[src/rtl/shape_processor_ctrl_writer_if.sv]
// Request/response handshake plus the shape-processor register bus
// for shape_processor_ctrl_writer.
interface shape_processor_ctrl_writer_if #(
  parameter int SHAPE_W = 4,
  parameter int OP_W    = 4
);
  logic               req_valid;
  logic               req_ready;
  logic [SHAPE_W-1:0] req_shape;
  logic [OP_W-1:0]    req_op;
  logic               rsp_valid;
  logic               rsp_ready;
  logic [1:0]         rsp_status;
  logic [31:0]        rsp_sfr;
  logic               write;
  logic [31:0]        write_data;
  logic               read;
  logic [31:0]        read_data;
  logic               error;

  modport master (
    output req_valid, req_shape, req_op, rsp_ready, read_data, error,
    input  req_ready, rsp_valid, rsp_status, rsp_sfr, write, write_data, read
  );

  modport slave (
    input  req_valid, req_shape, req_op, rsp_ready, read_data, error,
    output req_ready, rsp_valid, rsp_status, rsp_sfr, write, write_data, read
  );
endinterface

[src/rtl/shape_processor_ctrl_writer.sv]
// Writes SHAPE/OPERATION into the shape processor control word, reads it back
// and classifies the outcome against a shadow copy of the register.
module shape_processor_ctrl_writer #(
  parameter int SHAPE_LSB = 0,
  parameter int SHAPE_W   = 4,
  parameter int OP_LSB    = 4,
  parameter int OP_W      = 4
) (
  input logic                          clk,
  input logic                          rst,
  shape_processor_ctrl_writer_if.slave bus
);

  typedef enum logic [2:0] {
    IDLE, PRE_RD, PRE_WAIT, WR, RD, RD_WAIT, RESP
  } state_t;

  localparam logic [SHAPE_W-1:0] KEEP_SHAPE = '1;
  localparam logic [OP_W-1:0]    KEEP_OP    = '1;

  state_t             state_r, state_s;
  logic [SHAPE_W-1:0] shape_r, lat_shape_s;
  logic [OP_W-1:0]    op_r, lat_op_s;
  logic [31:0]        shadow_r;
  logic               shadow_valid_r;
  logic               err_seen_r;
  logic               req_ready_r, rsp_valid_r, write_r, read_r;
  logic [1:0]         rsp_status_r;
  logic [31:0]        rsp_sfr_r, write_data_r;

  function automatic logic [31:0] field_word(input logic [SHAPE_W-1:0] shape,
                                             input logic [OP_W-1:0] op);
    logic [31:0] w;
    w = 32'd0;
    w[SHAPE_LSB +: SHAPE_W] = shape;
    w[OP_LSB +: OP_W]       = op;
    return w;
  endfunction

  function automatic logic [31:0] expected_word(input logic [31:0] shadow,
                                                input logic [SHAPE_W-1:0] shape,
                                                input logic [OP_W-1:0] op);
    logic [31:0] w;
    w = shadow;
    if (shape != KEEP_SHAPE) w[SHAPE_LSB +: SHAPE_W] = shape;
    if (op != KEEP_OP)       w[OP_LSB +: OP_W]       = op;
    return w;
  endfunction

  function automatic logic fields_eq(input logic [31:0] a, input logic [31:0] b);
    return (a[SHAPE_LSB +: SHAPE_W] == b[SHAPE_LSB +: SHAPE_W]) &&
           (a[OP_LSB +: OP_W] == b[OP_LSB +: OP_W]);
  endfunction

  // ERROR dominates; a readback still matching the old shadow means the write was refused
  function automatic logic [1:0] status_of(input logic err, input logic [31:0] rb,
                                           input logic [31:0] exp_w,
                                           input logic [31:0] shadow);
    if (err)                        return 2'b11;
    else if (fields_eq(rb, exp_w))  return 2'b00;
    else if (fields_eq(rb, shadow)) return 2'b01;
    else                            return 2'b10;
  endfunction

  // next state, and the request fields as they will stand once latched
  always_comb begin
    state_s     = state_r;
    lat_shape_s = shape_r;
    lat_op_s    = op_r;
    if (state_r == IDLE) begin
      lat_shape_s = bus.req_shape;
      lat_op_s    = bus.req_op;
    end else begin
      lat_shape_s = shape_r;
      lat_op_s    = op_r;
    end
    case (state_r)
      IDLE: begin
        if (bus.req_valid) state_s = shadow_valid_r ? WR : PRE_RD;
        else               state_s = IDLE;
      end
      PRE_RD:   state_s = PRE_WAIT;
      PRE_WAIT: state_s = WR;
      WR:       state_s = RD;
      RD:       state_s = RD_WAIT;
      RD_WAIT:  state_s = RESP;
      RESP: begin
        if (bus.rsp_ready) state_s = IDLE;
        else               state_s = RESP;
      end
      default:  state_s = IDLE;
    endcase
  end

  // state, registered strobes and the transaction datapath
  always_ff @(posedge clk or posedge rst) begin
    if (rst) begin
      state_r        <= IDLE;
      shape_r        <= '0;
      op_r           <= '0;
      shadow_r       <= 32'd0;
      shadow_valid_r <= 1'b0;
      err_seen_r     <= 1'b0;
      req_ready_r    <= 1'b1;
      rsp_valid_r    <= 1'b0;
      rsp_status_r   <= 2'b00;
      rsp_sfr_r      <= 32'd0;
      write_r        <= 1'b0;
      write_data_r   <= 32'd0;
      read_r         <= 1'b0;
    end else begin
      state_r      <= state_s;
      req_ready_r  <= (state_s == IDLE);
      rsp_valid_r  <= (state_s == RESP);
      write_r      <= (state_s == WR);
      write_data_r <= (state_s == WR) ? field_word(lat_shape_s, lat_op_s) : 32'd0;
      read_r       <= (state_s == PRE_RD) || (state_s == RD);
      if (state_r == IDLE && bus.req_valid) begin
        shape_r <= bus.req_shape;
        op_r    <= bus.req_op;
      end
      if (state_r == PRE_WAIT) begin
        shadow_r       <= bus.read_data;
        shadow_valid_r <= 1'b1;
      end
      if (state_r == RD) err_seen_r <= bus.error;
      if (state_r == RD_WAIT) begin
        rsp_sfr_r    <= bus.read_data;
        rsp_status_r <= status_of(err_seen_r, bus.read_data,
                                  expected_word(shadow_r, shape_r, op_r), shadow_r);
        shadow_r     <= bus.read_data;
      end
    end
  end

  assign bus.req_ready  = req_ready_r;
  assign bus.rsp_valid  = rsp_valid_r;
  assign bus.rsp_status = rsp_status_r;
  assign bus.rsp_sfr    = rsp_sfr_r;
  assign bus.write      = write_r;
  assign bus.write_data = write_data_r;
  assign bus.read       = read_r;

endmodule

[src/flat_wrapper.sv]
// flat-port wrapper written by rule: the top's interface ports become plain ports
module shape_processor_ctrl_writer_flat 
#(
  parameter int SHAPE_LSB = 0,
  parameter int SHAPE_W   = 4,
  parameter int OP_LSB    = 4,
  parameter int OP_W      = 4
)
  (clk, rst, bus_req_valid, bus_req_shape, bus_req_op, bus_rsp_ready, bus_read_data, bus_error, bus_req_ready, bus_rsp_valid, bus_rsp_status, bus_rsp_sfr, bus_write, bus_write_data, bus_read);
  shape_processor_ctrl_writer_if #(.SHAPE_W(SHAPE_W), .OP_W(OP_W)) bus_i ();
  input logic clk;
  input logic rst;
  input wire logic [$bits(bus_i.req_valid)-1:0] bus_req_valid;
  input wire logic [$bits(bus_i.req_shape)-1:0] bus_req_shape;
  input wire logic [$bits(bus_i.req_op)-1:0] bus_req_op;
  input wire logic [$bits(bus_i.rsp_ready)-1:0] bus_rsp_ready;
  input wire logic [$bits(bus_i.read_data)-1:0] bus_read_data;
  input wire logic [$bits(bus_i.error)-1:0] bus_error;
  output wire logic [$bits(bus_i.req_ready)-1:0] bus_req_ready;
  output wire logic [$bits(bus_i.rsp_valid)-1:0] bus_rsp_valid;
  output wire logic [$bits(bus_i.rsp_status)-1:0] bus_rsp_status;
  output wire logic [$bits(bus_i.rsp_sfr)-1:0] bus_rsp_sfr;
  output wire logic [$bits(bus_i.write)-1:0] bus_write;
  output wire logic [$bits(bus_i.write_data)-1:0] bus_write_data;
  output wire logic [$bits(bus_i.read)-1:0] bus_read;
  assign bus_i.req_valid = bus_req_valid;
  assign bus_i.req_shape = bus_req_shape;
  assign bus_i.req_op = bus_req_op;
  assign bus_i.rsp_ready = bus_rsp_ready;
  assign bus_i.read_data = bus_read_data;
  assign bus_i.error = bus_error;
  assign bus_req_ready = bus_i.req_ready;
  assign bus_rsp_valid = bus_i.rsp_valid;
  assign bus_rsp_status = bus_i.rsp_status;
  assign bus_rsp_sfr = bus_i.rsp_sfr;
  assign bus_write = bus_i.write;
  assign bus_write_data = bus_i.write_data;
  assign bus_read = bus_i.read;
  shape_processor_ctrl_writer #(.SHAPE_LSB(SHAPE_LSB), .SHAPE_W(SHAPE_W), .OP_LSB(OP_LSB), .OP_W(OP_W)) u_core (.clk(clk), .rst(rst), .bus(bus_i));
endmodule
[config.mk]
export PLATFORM = sky130hd
export DESIGN_NAME = shape_processor_ctrl_writer_flat
export DESIGN_NICKNAME = d
export VERILOG_FILES = /design/src/rtl/shape_processor_ctrl_writer_if.sv /design/src/rtl/shape_processor_ctrl_writer.sv /design/src/flat_wrapper.sv
export SDC_FILE = /design/constraint.sdc
export NUM_CORES = 1
export LEC_CHECK = 0
export ABC_AREA = 1
export BUFFER_PORTS_ARGS = -buffer_cell sky130_fd_sc_hd__buf_2
export CAP_MARGIN = 40
export CORE_AREA = 4 4 112 93
export CTS_BUF_LIST = sky130_fd_sc_hd__clkbuf_4
export DETAILED_ROUTE_END_ITERATION = 10
export DIE_AREA = 0 0 116 97
export HOLD_SLACK_MARGIN = 0.12
export PLACE_DENSITY = 0.58
export REMOVE_ABC_BUFFERS = 1
export SYNTH_ARGS = -nofsm -noshare
export SYNTH_HDL_FRONTEND = slang
export SYNTH_SLANG_ARGS = --single-unit
[constraint.sdc]
create_clock -name clk -period 2.9 [get_ports clk]
set_clock_uncertainty 0.15 [all_clocks]
set_input_delay 0.29 -clock clk [delete_from_list [all_inputs] [get_ports clk]]
set_output_delay 0.29 -clock clk [all_outputs]
set_load 0.01 [all_outputs]
==> impl_metrics.py <==
metrics = {
    "route": {
        "drc_errors": 0,
        "drt_iter0_markers": 134,
        "totalWireLength_um": 7779,
        "antenna_left": 0,
        "wl_per_cell_um": 11.99,
        "firstDrtPassIters": 4,
        "vias": 2786,
        "viasPerCell": 4.293,
    },
    "logic_synthesis": {
        "synth_xor_xnor_area_share": 0.01108,
        "async_flop_share": 1.000,
        "synth_common_cells": "nand2_1, dfrtp_1, inv_1, buf_4, nand3_1",
        "synth_top_area_cell": "dfrtp_1",
        "synth_most_common_cell": "nand2_1",
        "synth_top_family_by_area": "simple AND/OR/NAND/NOR gates",
        "synth-seq-cells": 67,
        "synth_compound_area_frac": 0.05103,
        "synth_flop_cell": "dfrtp_1",
        "yosys.area_share.adder": 0,
        "synthMuxAreaShare": 0.003560,
        "synth-simple-area-share": 0.2836,
        "synth_edf_count": 0,
        "syn-instance-count": 385,
        "yosysUniqueCellTypes": 26,
        "synth_top_area_frac": 0.5222,
        "yosys_warnings": 0,
        "ys_seq_area_frac": 0.5305,
        "syn_avg_cell_area_um2": 8.216,
        "syn_area_mm2": 0.003163,
        "synthTopCellsByArea": "dfrtp_1, nand2_1, buf_4, inv_1, nand3_1",
    },
    "power_and_ir_drop": {
        "vdd_drop_max_mv": 0.4353,
        "p_seq_frac": 0.428,
        "p_per_area_mw_per_mm2": 920.9,
        "clkPwrFrac": 0.147,
        "switching_share": 0.4139,
        "power.internal_w": 0.002289,
        "power_frac_comb": 0.425,
        "switchingPower_w": 0.001616,
        "power.leakage_nw": 2.338,
    },
    "cts": {
        "cts_tree": "done",
        "worstSkewPairLatency_ps": 390,
        "cts_root_buf": "clkbuf_4",
        "cts.clk_slew.worst_paths_ps": 100,
        "cts_sinks": 67,
        "numCtsBuffers": 9,
        "cts_buffer_depth": 2,
        "post-cts-setup-buffers": 0,
        "htreeDepth": 3,
    },
    "flow_run": {
        "maxCapViolCount": 0,
    },
    "worst_setup_path": {
        "cp_max_fo": 11,
        "cp_common_cell": "nand2_1",
        "cpPeakStageDelay_ps": 540,
        "crit_buf_inv": 2,
        "slowest_stage": "dlygate4sd3_1",
        "cp.required_ps": 3080,
        "r2r-start": "u_core.state_r[1]",
        "cp-start-kind": "flop",
        "rrSetupSlack_ps": 770,
        "setup.worst_path.class": "reg2reg",
        "cp_cell_sequence": "nor2_2, nand3_4, inv_2, nand2_1, nand2_1, dlygate4sd3_1",
        "worst_path_dominant_cell_family": "simple AND/OR/NAND/NOR gates",
        "r2r_cells": 6,
        "critPathCaptureType": "flop",
        "critPathArrivalTime_ps": 2320,
        "regToRegEndpoint": "u_core.shape_r[2]",
    },
    "final_layout": {
        "nets": 571,
        "diodes": 0,
        "area_growth_pct": 34.06,
        "drive_gt1_frac": 0.2396,
        "nFillCells": 956,
    },
    "min_path": {
        "hold_class": "in2reg",
        "hold_path_depth": 5,
        "hold_end": "u_core.op_r[0]",
        "hold_start": "bus_req_valid",
    },
    "status": {
        "status": "finished, final reports clean",
    },
    "sta": {
        "setup_violations": 0,
        "setup_slack_ps": 765.4,
        "relSlewSlack": 0.6192,
        "finalSetupTns_ps": 0,
        "worstMarginPinSlew_ps": 570.3,
        "rsz0062_at_grt": "false",
        "final_max_slew_viol_count": 0,
        "fin_crit_sh": 0.7361,
        "finalCriticalPeriod_ps": 2135,
        "max_freq_mhz": 468.5,
        "timing.hold.ws_ps": 247.2,
        "hold_violations": 0,
    },
    "grt": {
        "grt_max_degree": 43,
        "grt_pass1_vias": 2771,
        "gr-total-overflow": 0,
        "grt_pass1_wl_um": 13270,
        "antenna_found_initial": 0,
        "grt_usage": 0.1457,
    },
    "placement": {
        "routabilityCongestion": 0.8030,
        "portBuffers": 90,
        "place_ws_ps": 973.2,
        "hpwl_um": 5554,
    },
    "floorplan": {
        "coreArea_mm2": 0.009369,
        "die_area_mm2": 0.01125,
        "dieWidth_um": 116,
        "initial_utilization": 0.3376,
        "die_y_um": 97,
        "rows": 32,
        "io_pins": 115,
    },
}
-- worst max-delay path by stage --
stage | to | start | cells past startpoint | slack, ps
after global placement | u_core.shadow_r[5] | u_core.state_r[1] | 7 | 1020
after global routing | u_core.shape_r[2] | u_core.state_r[1] | 6 | 640
final | u_core.shape_r[2] | u_core.state_r[1] | 6 | 770
after floorplan | u_core.bus.read | rst | 1 | 780
after detailed placement | u_core.shadow_r[5] | u_core.state_r[1] | 7 | 970
after CTS | u_core.shape_r[2] | u_core.state_r[1] | 6 | 790
-- layer usage --
| metal | GRT usage | wire length [um] | up-vias |
|---|---|---|---|
| met5 | 0 | 0 | - |
| met4 | 0.02944 | 67 | 0 |
| met3 | 0.04503 | 562 | 6 |
| met2 | 0.2273 | 3532 | 93 |
| met1 | 0.2005 | 3617 | 1259 |
| li1 | - | - | 1428 |
-- cell usage in the layout (no fill, tap or decap), types with 2 or more instances in the layout --
| cell | netlist | final |
|---|---|---|
| o21ai_1 | 14 | 14 |
| nor3_2 | 2 | 2 |
| buf_4 | 25 | 2 |
| dfrtp_1 | 66 | 66 |
| or2_2 | 2 | 2 |
| nand3_1 | 21 | 21 |
| inv_1 | 29 | 28 |
| inv_2 | 6 | 7 |
| o21ai_0 | 3 | 3 |
| nor2_1 | 9 | 9 |
| nor2_2 | 5 | 5 |
| nand4_1 | 6 | 6 |
| clkinvlp_4 | 0 | 2 |
| nand2_1 | 162 | 162 |
| clkinv_1 | 0 | 2 |
| dlygate4sd3_1 | 0 | 49 |
| xnor2_1 | 3 | 3 |
| a21oi_1 | 14 | 14 |
| conb_1 | 1 | 24 |
| clkbuf_4 | 0 | 9 |
| buf_2 | 8 | 90 |
-- per-stage QoR --
step,total power [W],cell area (um2),utilization,cells
final,0.003905,4240,0.4526,649
after global routing,0.004291,4240,0.4526,649
after CTS,0.003956,4240,0.4526,649
after detailed placement,0.003250,3625,0.3869,585
after global placement,0.003222,3625,0.3869,585
after floorplan,0.002653,3010,-,374
-- worst register-to-register path, delay by kind of cell, from the launching register on --
family / cells / cell delay, ps
buffers and inverters: 2 / 740
flip-flops: 1 / 430
AND/OR/NAND/NOR: 4 / 750
-- power groups by stage --
stage	Combinational (W)	Sequential, W	Clock [W]
floorplan	0.000895	0.00176	0
global route	0.00192	0.00173	0.000647
global placement	0.00154	0.00168	0
CTS	0.00169	0.00167	0.000604
finish	0.00166	0.00167	0.000572
detailed placement	0.00157	0.00168	0
-- logic make-up (layout without fill, tap and decap cells) --
family	Yosys count	count (layout)
buffers and inverters	70	192
DFF	67	67
and+or+nand+nor	210	210
xor gates and xnor gates	4	4
AOI/OAI and AO/OA	32	32
other	1	24
muxes	1	1
-- repair_timing --
action,CTS,global route
endpoints found under the hold margin,83,0
gates resized for setup,0,0
hold buffers,49,0
-- flip-flops by register name, summed over array words and instances (netlist names) --
name	flops
u_core.bus.write	1
u_core.bus.rsp_sfr	32
u_core.bus.read	1
u_core.shadow_r	8
u_core.bus.write_data	8
u_core.shadow_valid_r	1
u_core.bus.req_ready	1
u_core.op_r	4
u_core.bus.rsp_status	2
u_core.bus.rsp_valid	1
u_core.state_r	3
u_core.err_seen_r	1
u_core.shape_r	4
-- cell type report --
class / instances / area [um2] / area share
sequential: 67 / 1678 / 0.3957
multi-input combinational: 271 / 1195 / 0.2818
timing repair buffer: 141 / 955.9 / 0.2254
tap: 119 / 148.9 / 0.03511
inverter: 36 / 137.6 / 0.03246
clock buffer: 9 / 67.56 / 0.01593
clock inverter: 6 / 57.56 / 0.01357
Power figures use the tool's default switching activity.
